[config.mk]
export PLATFORM = sky130hd
export DESIGN_NAME = pe_row_feeder
export DESIGN_NICKNAME = d
export VERILOG_FILES = /design/src/rtl/pe_pkg.sv /design/src/rtl/pe_window_buf.sv /design/src/rtl/pe_row_feeder.sv
export SDC_FILE = /design/constraint.sdc
export NUM_CORES = 1
export LEC_CHECK = 0
export ABC_AREA = 1
export CAP_MARGIN = 20
export CORE_UTILIZATION = 35
export DETAILED_ROUTE_END_ITERATION = 6
export PLACE_DENSITY = 0.57
export SYNTH_ARGS = -nofsm -noshare
export SYNTH_HDL_FRONTEND = slang
export SYNTH_SLANG_ARGS = --single-unit
[constraint.sdc]
create_clock -name clk -period 7.25 [get_ports clk]
set_input_delay 1.0875 -clock clk [delete_from_list [all_inputs] [get_ports clk]]
set_output_delay 1.0875 -clock clk [all_outputs]
set_load 0.03 [all_outputs]
[src/rtl/pe_pkg.sv]
// Shared types and default sizing for the PE row feeder slice.
package pe_pkg;

    localparam int PE_DATA_WIDTH = 16;
    localparam int PE_MAX_S      = 8;
    localparam int PE_MAX_W      = 256;

    typedef logic [PE_DATA_WIDTH-1:0] data_t;

    typedef enum logic [2:0] {
        IDLE,
        LOAD_F,
        FILL,
        COMPUTE,
        SHIFT
    } feeder_state_t;

endpackage

[src/rtl/pe_window_buf.sv]
// Sliding ifmap window: indexed parallel load during fill, shift-in at the
// last live slot (last_idx) so shorter filters never touch the unused tail.
module pe_window_buf
    import pe_pkg::*;
#(
    parameter int DATA_WIDTH = PE_DATA_WIDTH,
    parameter int MAX_S      = PE_MAX_S,
    parameter int S_W        = $clog2(MAX_S + 1),
    parameter int IDX_W      = (MAX_S > 1) ? $clog2(MAX_S) : 1
) (
    input  logic                  clk,
    input  logic                  load_en,
    input  logic [IDX_W-1:0]      load_idx,
    input  logic                  shift_en,
    input  logic [S_W-1:0]        last_idx,
    input  logic [DATA_WIDTH-1:0] din,
    input  logic [IDX_W-1:0]      rd_idx,
    output logic [DATA_WIDTH-1:0] rd_data
);

    logic [DATA_WIDTH-1:0] win [MAX_S];

    for (genvar i = 0; i < MAX_S; i++) begin : g_slot
        if (i < MAX_S - 1) begin : g_mid
            always_ff @(posedge clk) begin
                if (load_en && load_idx == IDX_W'(i)) begin
                    win[i] <= din;
                end else if (shift_en) begin
                    if (last_idx == S_W'(i)) begin
                        win[i] <= din;
                    end else if (S_W'(i) < last_idx) begin
                        win[i] <= win[i+1];
                    end
                end
            end
        end else begin : g_top
            always_ff @(posedge clk) begin
                if (load_en && load_idx == IDX_W'(i)) begin
                    win[i] <= din;
                end else if (shift_en && last_idx == S_W'(i)) begin
                    win[i] <= din;
                end
            end
        end
    end

    assign rd_data = win[rd_idx];

endmodule

[src/rtl/pe_row_feeder.sv]
// Row-convolution operand sequencer: loads S filter taps, buffers an S-wide
// ifmap window and streams one (ifmap, filter) pair per cycle to the PE.
module pe_row_feeder
    import pe_pkg::*;
#(
    parameter int DATA_WIDTH = PE_DATA_WIDTH,
    parameter int MAX_S      = PE_MAX_S,
    parameter int MAX_W      = PE_MAX_W,
    parameter int S_W        = $clog2(MAX_S + 1),
    parameter int W_W        = $clog2(MAX_W + 1)
) (
    input  logic                  clk,
    input  logic                  rst,
    input  logic                  start,
    input  logic [S_W-1:0]        cfg_s,
    input  logic [W_W-1:0]        cfg_w,
    input  logic [DATA_WIDTH-1:0] fltr_data,
    input  logic                  fltr_valid,
    output logic                  fltr_ready,
    input  logic [DATA_WIDTH-1:0] ifmap_data,
    input  logic                  ifmap_valid,
    output logic                  ifmap_ready,
    output logic [DATA_WIDTH-1:0] pe_ifmap,
    output logic [DATA_WIDTH-1:0] pe_fltr,
    output logic                  pe_mult_seln,
    output logic                  pe_acc_seln,
    output logic                  pe_tap_valid,
    output logic                  pe_win_last,
    output logic                  busy,
    output logic                  done,
    output logic                  err
);

    localparam int IDX_W = (MAX_S > 1) ? $clog2(MAX_S) : 1;
    localparam logic [S_W-1:0] MAX_S_V = S_W'(MAX_S);
    localparam logic [W_W-1:0] MAX_W_V = W_W'(MAX_W);

    feeder_state_t state, state_n;

    logic [S_W-1:0]        s_reg, s_n, idx, idx_n, last_idx;
    logic [W_W-1:0]        nwin_m1, nwin_n, win_cnt, win_cnt_n;
    logic [DATA_WIDTH-1:0] fltr_mem [MAX_S];
    logic [DATA_WIDTH-1:0] win_rd;
    logic [DATA_WIDTH-1:0] pe_ifmap_n, pe_fltr_n;
    logic fltr_we, win_load, win_shift, cfg_bad;
    logic tap_n, acc_n, last_n, done_n, err_n;

    assign last_idx = s_reg - S_W'(1);
    assign cfg_bad  = (cfg_s == '0) || (cfg_s > MAX_S_V) ||
                      (cfg_w < W_W'(cfg_s)) || (cfg_w > MAX_W_V);

    pe_window_buf #(
        .DATA_WIDTH (DATA_WIDTH),
        .MAX_S      (MAX_S),
        .S_W        (S_W),
        .IDX_W      (IDX_W)
    ) u_win (
        .clk      (clk),
        .load_en  (win_load),
        .load_idx (idx[IDX_W-1:0]),
        .shift_en (win_shift),
        .last_idx (last_idx),
        .din      (ifmap_data),
        .rd_idx   (idx[IDX_W-1:0]),
        .rd_data  (win_rd)
    );

    always_comb begin
        state_n    = state;
        s_n        = s_reg;
        nwin_n     = nwin_m1;
        idx_n      = idx;
        win_cnt_n  = win_cnt;
        pe_ifmap_n = pe_ifmap;
        pe_fltr_n  = pe_fltr;
        fltr_we    = 1'b0;
        win_load   = 1'b0;
        win_shift  = 1'b0;
        tap_n      = 1'b0;
        acc_n      = 1'b0;
        last_n     = 1'b0;
        done_n     = 1'b0;
        err_n      = 1'b0;
        case (state)
            IDLE: begin
                if (start) begin
                    if (cfg_bad) begin
                        err_n = 1'b1;
                    end else begin
                        state_n   = LOAD_F;
                        s_n       = cfg_s;
                        nwin_n    = cfg_w - W_W'(cfg_s);
                        idx_n     = '0;
                        win_cnt_n = '0;
                    end
                end
            end
            LOAD_F: begin
                if (fltr_valid && fltr_ready) begin
                    fltr_we = 1'b1;
                    if (idx == last_idx) begin
                        idx_n   = '0;
                        state_n = FILL;
                    end else begin
                        idx_n = idx + S_W'(1);
                    end
                end
            end
            FILL: begin
                if (ifmap_valid && ifmap_ready) begin
                    win_load = 1'b1;
                    if (idx == last_idx) begin
                        idx_n   = '0;
                        state_n = COMPUTE;
                    end else begin
                        idx_n = idx + S_W'(1);
                    end
                end
            end
            COMPUTE: begin
                // Operands are registered, so the PE sees tap t one cycle after the feeder issues it.
                tap_n      = 1'b1;
                acc_n      = (idx == '0);
                last_n     = (idx == last_idx);
                pe_ifmap_n = win_rd;
                pe_fltr_n  = fltr_mem[idx[IDX_W-1:0]];
                if (idx == last_idx) begin
                    idx_n = '0;
                    if (win_cnt == nwin_m1) begin
                        done_n  = 1'b1;
                        state_n = IDLE;
                    end else begin
                        win_cnt_n = win_cnt + W_W'(1);
                        state_n   = SHIFT;
                    end
                end else begin
                    idx_n = idx + S_W'(1);
                end
            end
            SHIFT: begin
                if (ifmap_valid && ifmap_ready) begin
                    win_shift = 1'b1;
                    state_n   = COMPUTE;
                end
            end
            default: state_n = IDLE;
        endcase
    end

    always_ff @(posedge clk) begin
        if (rst) begin
            state        <= IDLE;
            s_reg        <= '0;
            nwin_m1      <= '0;
            idx          <= '0;
            win_cnt      <= '0;
            fltr_ready   <= 1'b0;
            ifmap_ready  <= 1'b0;
            pe_ifmap     <= '0;
            pe_fltr      <= '0;
            pe_mult_seln <= 1'b0;
            pe_acc_seln  <= 1'b0;
            pe_tap_valid <= 1'b0;
            pe_win_last  <= 1'b0;
            busy         <= 1'b0;
            done         <= 1'b0;
            err          <= 1'b0;
        end else begin
            state        <= state_n;
            s_reg        <= s_n;
            nwin_m1      <= nwin_n;
            idx          <= idx_n;
            win_cnt      <= win_cnt_n;
            // Ready follows the next state so it never depends on valid.
            fltr_ready   <= (state_n == LOAD_F);
            ifmap_ready  <= (state_n == FILL) || (state_n == SHIFT);
            pe_ifmap     <= pe_ifmap_n;
            pe_fltr      <= pe_fltr_n;
            pe_mult_seln <= tap_n;
            pe_acc_seln  <= acc_n;
            pe_tap_valid <= tap_n;
            pe_win_last  <= last_n;
            busy         <= (state_n != IDLE);
            done         <= done_n;
            err          <= err_n;
        end
    end

    always_ff @(posedge clk) begin
        if (fltr_we) begin
            fltr_mem[idx[IDX_W-1:0]] <= fltr_data;
        end
    end

endmodule

### Word-level counts from Yosys, hierarchy flattened

Memory sizes are Yosys's and may differ from the RTL's. A register that Yosys moved wholly into a read port is not among the register bits.
Cells that the tools add are included.
Widths: inputs -> output; s select.

| operators by class | value |
|---|---|
| add/sub/neg operators | 4 |
| $lt $le $gt $ge | 10 |
| equal/unequal tests | 29 |
| mux-type cells | 128 |
| bitwise gates (word level) | 20 |
| reductions and logical operators | 29 |

Operators with widths:

| operator | number |
|---|---|
| $mux 16 | 15 |
| $mux 1 | 92 |
| $mux 9 | 4 |
| $mux 3 | 9 |
| $mux 4 | 5 |
| $eq 3x3->1 const B | 6 |
| $pmux 9 s2 | 1 |
| $eq 4x3->1 const B | 4 |
| $pmux 4 s4 | 1 |
| $eq 3x2->1 const B | 5 |
| $or 1x1->1 | 15 |
| $pmux 3 s5 | 1 |
| $logic_not 4->1 | 3 |
| $lt 3x4->1 const A | 3 |
| $ne 2x2->1 const B | 6 |
| $logic_and 1x1->1 | 11 |
| $reduce_and 5->1 | 2 |
| $add 9x1->9 const B | 1 |
| $eq 3x1->1 const B | 3 |
| $eq 9x9->1 | 1 |
| $gt 9x9->1 const B | 1 |
| $lt 9x4->1 | 1 |
| $sub 9x4->9 | 1 |
| $eq 4x2->1 const B | 2 |
| other kinds (16) | 27 |

| storage, ports and cells | value |
|---|---|
| register bits after elaboration | 37 |
| RAM bits | 256 |
| input bits | 50 |
| output and inout port bits | 41 |
| logic and storage cells | 235 |
| memories | 2 |

Memory list:

| name | words | bits a word | read ports | clocked after memory_dff | write ports | line | text |
|---|---|---|---|---|---|---|---|
| fltr_mem | 8 | 16 | 1 | 1 | 1 | pe_row_feeder.sv:42 | `logic [DATA_WIDTH-1:0] fltr_mem [MAX_S];` |
| u_win.win | 8 | 16 | 8 | 1 | 8 | pe_window_buf.sv:21 | `logic [DATA_WIDTH-1:0] win [MAX_S];` |

### Logic depth before layout (Yosys ltp)

Gate-level depths: netlist of run 1.

| depth | value |
|---|---|
| depth in word-level cells | 9 |
| mapped depth | 16 |

### Cells and area by module

Synthesis of run 1 repeated with hierarchy kept, for this count alone.

| unflattened totals | value |
|---|---|
| cells, all modules | 1782 |
| area, all modules | 15497.4 sq um |

Modules (own cells, without submodules):

| module | instances | cells each | area each (sq um) | seq. area each (sq um) |
|---|---|---|---|---|
| pe_row_feeder | 1 | 823 | 8149.1 | 5225.0 |
| pe_window_buf | 1 | 959 | 7348.3 | 3843.7 |

### Worst setup path before layout of run 1

No wires, ideal clock.

| timing | value |
|---|---|
| path type | input -> register |
| start | in ifmap_valid |
| end | mem u_win.win[6][0] (netlist name) (enable) |
| setup time | 447 ps |
| arrival | 3379 ps |
| required time | 6803 ps |
| path slack | 3423 ps |
| cell stages on the path | 4 |
| path buffers | 0 |
| cell sequence | nand2_1 -> inv_1 -> nand2_2 -> o311ai_0 |

RTL lines:

| item | line | text |
|---|---|---|
| start: declaration | pe_row_feeder.sv:21 | `input logic ifmap_valid,` |
| end: declaration | pe_window_buf.sv:21 |  |

### Final worst setup path of run 1

| timing | value |
|---|---|
| start | reg idx[0] |
| end | mem fltr_mem[4][13] (netlist name) (enable) |

RTL lines:

| item | line | text |
|---|---|---|
| start: declaration | pe_row_feeder.sv:40 | `logic [S_W-1:0] s_reg, s_n, idx, idx_n, last_idx;` |
| start signal: assignment | pe_row_feeder.sv:172 | `idx <= idx_n;` |
| end: declaration | pe_row_feeder.sv:42 |  |

No word-level cell before the write port.

==> out/summary.txt, run 1 <==
outcome = finished, violations left
violated checks = DRC
number of warnings issued by yosys = 0
Max Freq = 0.275 GHz
Post-CTS Setup Bufs = 0
vias in the first global route = 10,500
CTS tree = yes
Slew Limit Fails = 0
htree depth = 2
Synth Instances = 1,469
WL final = 38.5 mm
grt ovf = 0
CP Launch Type = flop
Die Area = 42,700 um^2
Final #Nets = 1,608
Seq/Total Area, Yosys = 61.9%
GP Congestion = 0.848
minimum clock period = 3.64 ns
die width = 207 um
Slew HR = 28.8%
first-pass GRT wire length = 59.7 mm
Cell variety after synth = 46
Final Instance Area = 17,300 um^2
number of buffers created by CTS = 38
Async SR Flop Fraction = 0%
DR iter-0 viols = 898
kind of cell adding the most delay to the critical path = buffers and inverters
Rows = 74
placed cell count = 2,033
CTS sink cnt = 325
top area cells in the synthesized netlist = edfxtp_1, dfxtp_1, o21ai_0
Power, Total = 0.00417 W
RSZ-0062 raised after global routing = false
core area = 41,000 um^2
port bufs = 90
Post-Syn Area = 14,600 um^2
share of post-route cells with drive strength above 1 = 8.84%
Slew @ Worst Pin = 1.07 ns
worst clock skew = 0.0297 ns
fin crit share = 50.2%
worst min path class = reg -> reg
Synth Area per Inst = 9.97 um^2
Initial Utilization = 35.7%
DP Area = 16,100 um^2
clk root buf = clkbuf_16
worst-path maximum fanout = 88
Setup CP Type = reg -> reg
TritonRoute pass-1 iters = 7
Final Non-Filler Cells = 2,104
Core Util, Final = 42.3%
Vias = 10,800
slowest stage delay, CP = 0.71 ns
PostCTS Resize Cnt = 0
Final TNS setup = 0 ns
vias per cell = 5.13
IO Count = 91
Setup-failing EPs final = 0
Layout Area Growth over Synthesis = 18.3%
Antenna Nets Post-Route = 0
syn_nets = 1,534
DR WL/cell = 18.3 um
DRC viols = 5
CP arrival = 3.85 ns
LEAKAGE = 6.64 nW
chip height = 207 um
cell with the most instances after synthesis = edfxtp_1
Pwr Density = 240 nW/um^2
# hold bufs at CTS = 0
Yosys reg bits = 325
antenna violations before repair = 0
most frequent CP cell = buf_4
Post-synth top cells = edfxtp_1, nor2_1, nand2_1
max-cap violations = 0
clk slew on worst S/H paths = 0.06 ns
gr usage total = 18.2%
deepest clock path buffer count = 3
EDFF count, synth = 256
top cell type's share of synthesized area = 52.5%
cells along the critical path = buf_4 > inv_2 > buf_4 > nand2_1 > nor2_1 > buf_4
DP HPWL = 23.3 mm
Antenna Diode Count = 0
largest net degree at the start of global routing = 89
Final Hold Vio Count = 0
prevailing post-synth register cell = edfxtp_1
Worst Path Required = 7.46 ns
crit path capture type = flop
clk_lat worst skew = 0.54 ns
biggest area consumer among synthesized cells = edfxtp_1
Buf/Inv on CP = 4
Max VDD drop = 0.167 mV
Worst path slowest cell = inv_2
[worst register-to-register path, delay by kind of cell (launching register included)]
family | cells | cell delay, ns
flops | 1 | 0.30
buf+inv | 4 | 2.13
simple gates | 2 | 0.88
[cell families after synthesis]
family / after synthesis / share of synthesized area (%)
and+or+nand+nor: 524 / 15.2
DFF: 325 / 61.9
xor gates and xnor gates: 20 / 1.20
adders and majority gates: 15 / 1.33
buffers and inverters: 253 / 6.86
AOI/OAI and AO/OA: 325 / 12.9
muxes: 7 / 0.538
[power by group]
group / switching [W] / total, W / internal [W]
Sequential: 0.00000975 / 0.00203 / 0.00202
Combinational: 0.000185 / 0.000286 / 0.000100
Clock: 0.000753 / 0.00186 / 0.00110
[final timing paths]
kind                           start                         to  slack [ns]  cells past startpoint
max              idx[0]$_SDFFE_PP0P_  fltr_mem[4][13]$_DFFE_PP_        3.61                      6
min          nwin_m1[5]$_SDFFE_PP0P_    nwin_m1[5]$_SDFFE_PP0P_        0.48                      2
max reg2reg      idx[0]$_SDFFE_PP0P_  fltr_mem[4][13]$_DFFE_PP_        3.61                      6
min reg2reg  nwin_m1[5]$_SDFFE_PP0P_    nwin_m1[5]$_SDFFE_PP0P_        0.48                      2
[layout by cell type, fill, tap and decap left out, drive strengths merged, types with 2 or more instances in the layout]
master         synthesis  routed
dfxtp                 69      69
o21ai                205     205
xor2                  11      11
a21oi                 45      45
nand2                195     195
ha                    14      14
nor2                 198     198
bufinv                 0       2
o22ai                 17      17
o211ai                 2       2
edfxtp               256     256
a31oi                 16      16
o21bai                 3       3
buf                   28      25
o31ai                  2       2
nand3                 45      45
clkinv                 1      16
clkdlybuf4s50          0      90
xnor2                  9       9
o32ai                 16      16
clkbuf                53      51
nand4                 13      13
mux2                   7       7
inv                  171     172
nor3                  69      69
o221ai                16      16
[routing by layer]
metal	global-route usage, %	vias to the layer above	part of all wire, %
li1	-	5215	-
met4	4.91	0	1.8
met5	0	-	0
met2	29.7	355	47
met3	2.78	54	6.4
met1	25.2	5173	45
[through the flow]
step | hold slack [ns] | setup slack [ns]
global placement | 0.464 | 3.25
floorplan | 0.444 | 3.42
finish | 0.484 | 3.61
detailed placement | 0.470 | 3.19
CTS | 0.479 | 3.54
global route | 0.501 | 3.38
[final cells by class]
cell class / instances / area [um^2]
multi-input cells: 891 / 4620
flip-flops and latches: 325 / 9070
repair buffers: 115 / 1100
clock buffers: 51 / 1060
well taps: 532 / 666
clock inverters: 18 / 159
inverters: 172 / 651
fillers: 3891 / 23700
No activity file was read; power rests on OpenSTA's default activity.
==> run 2: changes to the inputs <==
==> constraint.sdc (replaced) <==
create_clock -name clk -period 3.8 [get_ports clk]
set_input_delay 0.57 -clock clk [delete_from_list [all_inputs] [get_ports clk]]
set_output_delay 0.57 -clock clk [all_outputs]
set_load 0.03 [all_outputs]
==> out/summary.txt, run 2 (synthesis results as in run 1) <==
vias per cell = 5.12 (was 5.13)
largest net degree at the start of global routing = 69 (was 89)
Initial Utilization = 35.7% (unchanged)
CP Launch Type = flop (unchanged)
Slew HR = 42.1% (was 28.8%)
clock group share of total power = 43.8% (was 44.5%)
minimum clock period = 2.69 ns (was 3.64 ns)
Max Freq = 0.371 GHz (was 0.275 GHz)
PostCTS Resize Cnt = 0 (unchanged)
Multi-input gate area = 4620 um^2 (unchanged)
met3 Resource Use GR = 2.98% (was 2.78%)
Final Non-Filler Cells = 2,123 (was 2,104)
core area = 41,000 um^2 (unchanged)
Reg power frac = 49.1% (was 48.6%)
DR WL/cell = 18.6 um (was 18.3 um)
clk_lat worst skew = 0.56 ns (was 0.54 ns)
Sequential Area = 9070 um^2 (unchanged)
share of post-route cells with drive strength above 1 = 9.81% (was 8.84%)
Max VDD drop = 0.344 mV (was 0.167 mV)
Post-CTS Setup Bufs = 0 (unchanged)
# hold bufs at CTS = 0 (unchanged)
GR Util met1 = 24.9% (was 25.2%)
LEAKAGE = 6.71 nW (was 6.64 nW)
switching power = 0.00184 W (was 0.000948 W)
vias in the first global route = 10,500 (about the same)
chip height = 207 um (unchanged)
Pwr Density = 451 nW/um^2 (was 240 nW/um^2)
Final TNS setup = 0 ns (unchanged)
grt ovf = 0 (unchanged)
WL final = 39.4 mm (was 38.5 mm)
die width = 207 um (unchanged)
Setup-failing EPs final = 0 (unchanged)
Power, Total = 0.00787 W (was 0.00417 W)
GP Congestion = 0.848 (about the same)
first-pass GRT wire length = 61.0 mm (was 59.7 mm)
Combinational Power Share = 7.1% (was 6.9%)
Final Hold Vio Count = 0 (unchanged)
placed cell count = 2,054 (was 2,033)
outcome = finished, violations left (unchanged)
htree depth = 2 (unchanged)
IO Count = 91 (unchanged)
most common cell after layout, fill and taps aside = edfxtp_1 (unchanged)
Pint = 0.00603 W (was 0.00322 W)
worst min path class = reg -> reg (unchanged)
CP arrival = 3.11 ns (was 3.85 ns)
Antenna Nets Post-Route = 0 (unchanged)
port bufs = 90 (unchanged)
busiest grt layer = met2 (unchanged)
Worst Path Required = 4.21 ns (was 7.46 ns)
Antenna Diode Count = 0 (unchanged)
DP HPWL = 23.9 mm (was 23.3 mm)
Core Util, Final = 42.6% (was 42.3%)
fin crit share = 70.9% (was 50.2%)
TritonRoute pass-1 iters = 7 (unchanged)
max-cap violations = 0 (unchanged)
Setup CP Type = reg -> reg (unchanged)
RSZ-0062 raised after global routing = false (unchanged)
DR iter-0 viols = 776 (was 898)
CTS sink cnt = 325 (unchanged)
worst clock skew = 0.0272 ns (was 0.0297 ns)
Vias = 10,900 (was 10,800)
DRC viols = 5 (unchanged)
Layout Area Growth over Synthesis = 19.2% (was 18.3%)
Final #Nets = 1,627 (was 1,608)
clk slew on worst S/H paths = 0.06 ns (about the same)
Sw Share = 23.3% (was 22.7%)
CTS tree = yes (unchanged)
deepest clock path buffer count = 3 (unchanged)
Slew Limit Fails = 0 (unchanged)
worst-path maximum fanout = 24 (was 88)
Slew @ Worst Pin = 0.869 ns (was 1.07 ns)
clk root buf = clkbuf_16 (unchanged)
fillcell total = 3,929 (was 3,891)
met2 Use GR = 31.3% (was 29.7%)
gr usage total = 18.9% (was 18.2%)
antenna violations before repair = 0 (unchanged)
Rows = 74 (unchanged)
crit path capture type = flop (unchanged)
most frequent cells in the layout = edfxtp_1, nor2_1, o21ai_0 (unchanged)
Die Area = 42,700 um^2 (unchanged)
Hold Slack = 0.470 ns (was 0.484 ns)
number of buffers created by CTS = 38 (unchanged)
violated checks = DRC (unchanged)
[run 2: cell count changes in the layout (fill, tap and decap cells not counted), moves of 2 or more]
| cell | before | now |
|---|---|---|
| buf_12 | 0 | 4 |
| buf_4 | 23 | 40 |
| clkbuf_8 | 4 | 6 |
| clkinv_1 | 6 | 2 |
| bufinv_16 | 2 | 0 |
| clkinv_8 | 2 | 0 |
| clkinv_2 | 7 | 5 |
| buf_8 | 2 | 0 |
| clkbuf_1 | 8 | 14 |
[run 2: through the flow]
stage,instance area (um^2),worst slack (ns)
floorplan,14600,0.297
global placement,16300,0.817
detailed placement,16300,0.754
CTS,17500,1.15
global route,17500,0.972
finish,17500,1.11
[run 2: power by group through the flow]
stage	Combinational, W	Sequential (W)	Clock, W
3_5_place_dp	0.000558	0.00394	0
6_report	0.000559	0.00387	0.00344
5_1_grt	0.000619	0.00387	0.00366
4_1_cts	0.000559	0.00387	0.00353
3_3_place_gp	0.000549	0.00394	0
2_1_floorplan	0.000330	0.00394	0
[run 2: routing by layer]
metal  vias to the layer above  wire (um)
li1                       5256          -
met1                      5231      17500
met2                       325      18800
met3                        68       2120
met4                         0       1060
met5                         -          0
[run 2: worst paths after layout]
kind	from	end	slack [ns]	depth (start not counted)
hold reg to reg	nwin_m1[6]$_SDFFE_PP0P_	nwin_m1[6]$_SDFFE_PP0P_	0.47	2
setup reg to reg	idx[2]$_SDFFE_PP0P_	pe_ifmap[9]$_SDFFE_PP0P_	1.11	6
hold / removal	nwin_m1[6]$_SDFFE_PP0P_	nwin_m1[6]$_SDFFE_PP0P_	0.47	2
setup / recovery	idx[2]$_SDFFE_PP0P_	pe_ifmap[9]$_SDFFE_PP0P_	1.11	6
[run 2: final cells by class]
class | count | area share, %
clock buffer | 58 | 6.22
clock inverter | 11 | 0.502
inverter | 172 | 3.73
multi-input combinational | 891 | 26.5
sequential | 325 | 51.9
tap | 532 | 3.81
timing repair buffer | 134 | 7.34
[run 2: critical path, cell delays in order, from the launching register on]
cell     delay [ns]
dfxtp_1        0.63
inv_2          0.40
nand2_1        0.48
buf_4          0.32
nor2_1         0.06
o32ai_1        0.53
a21oi_1        0.12
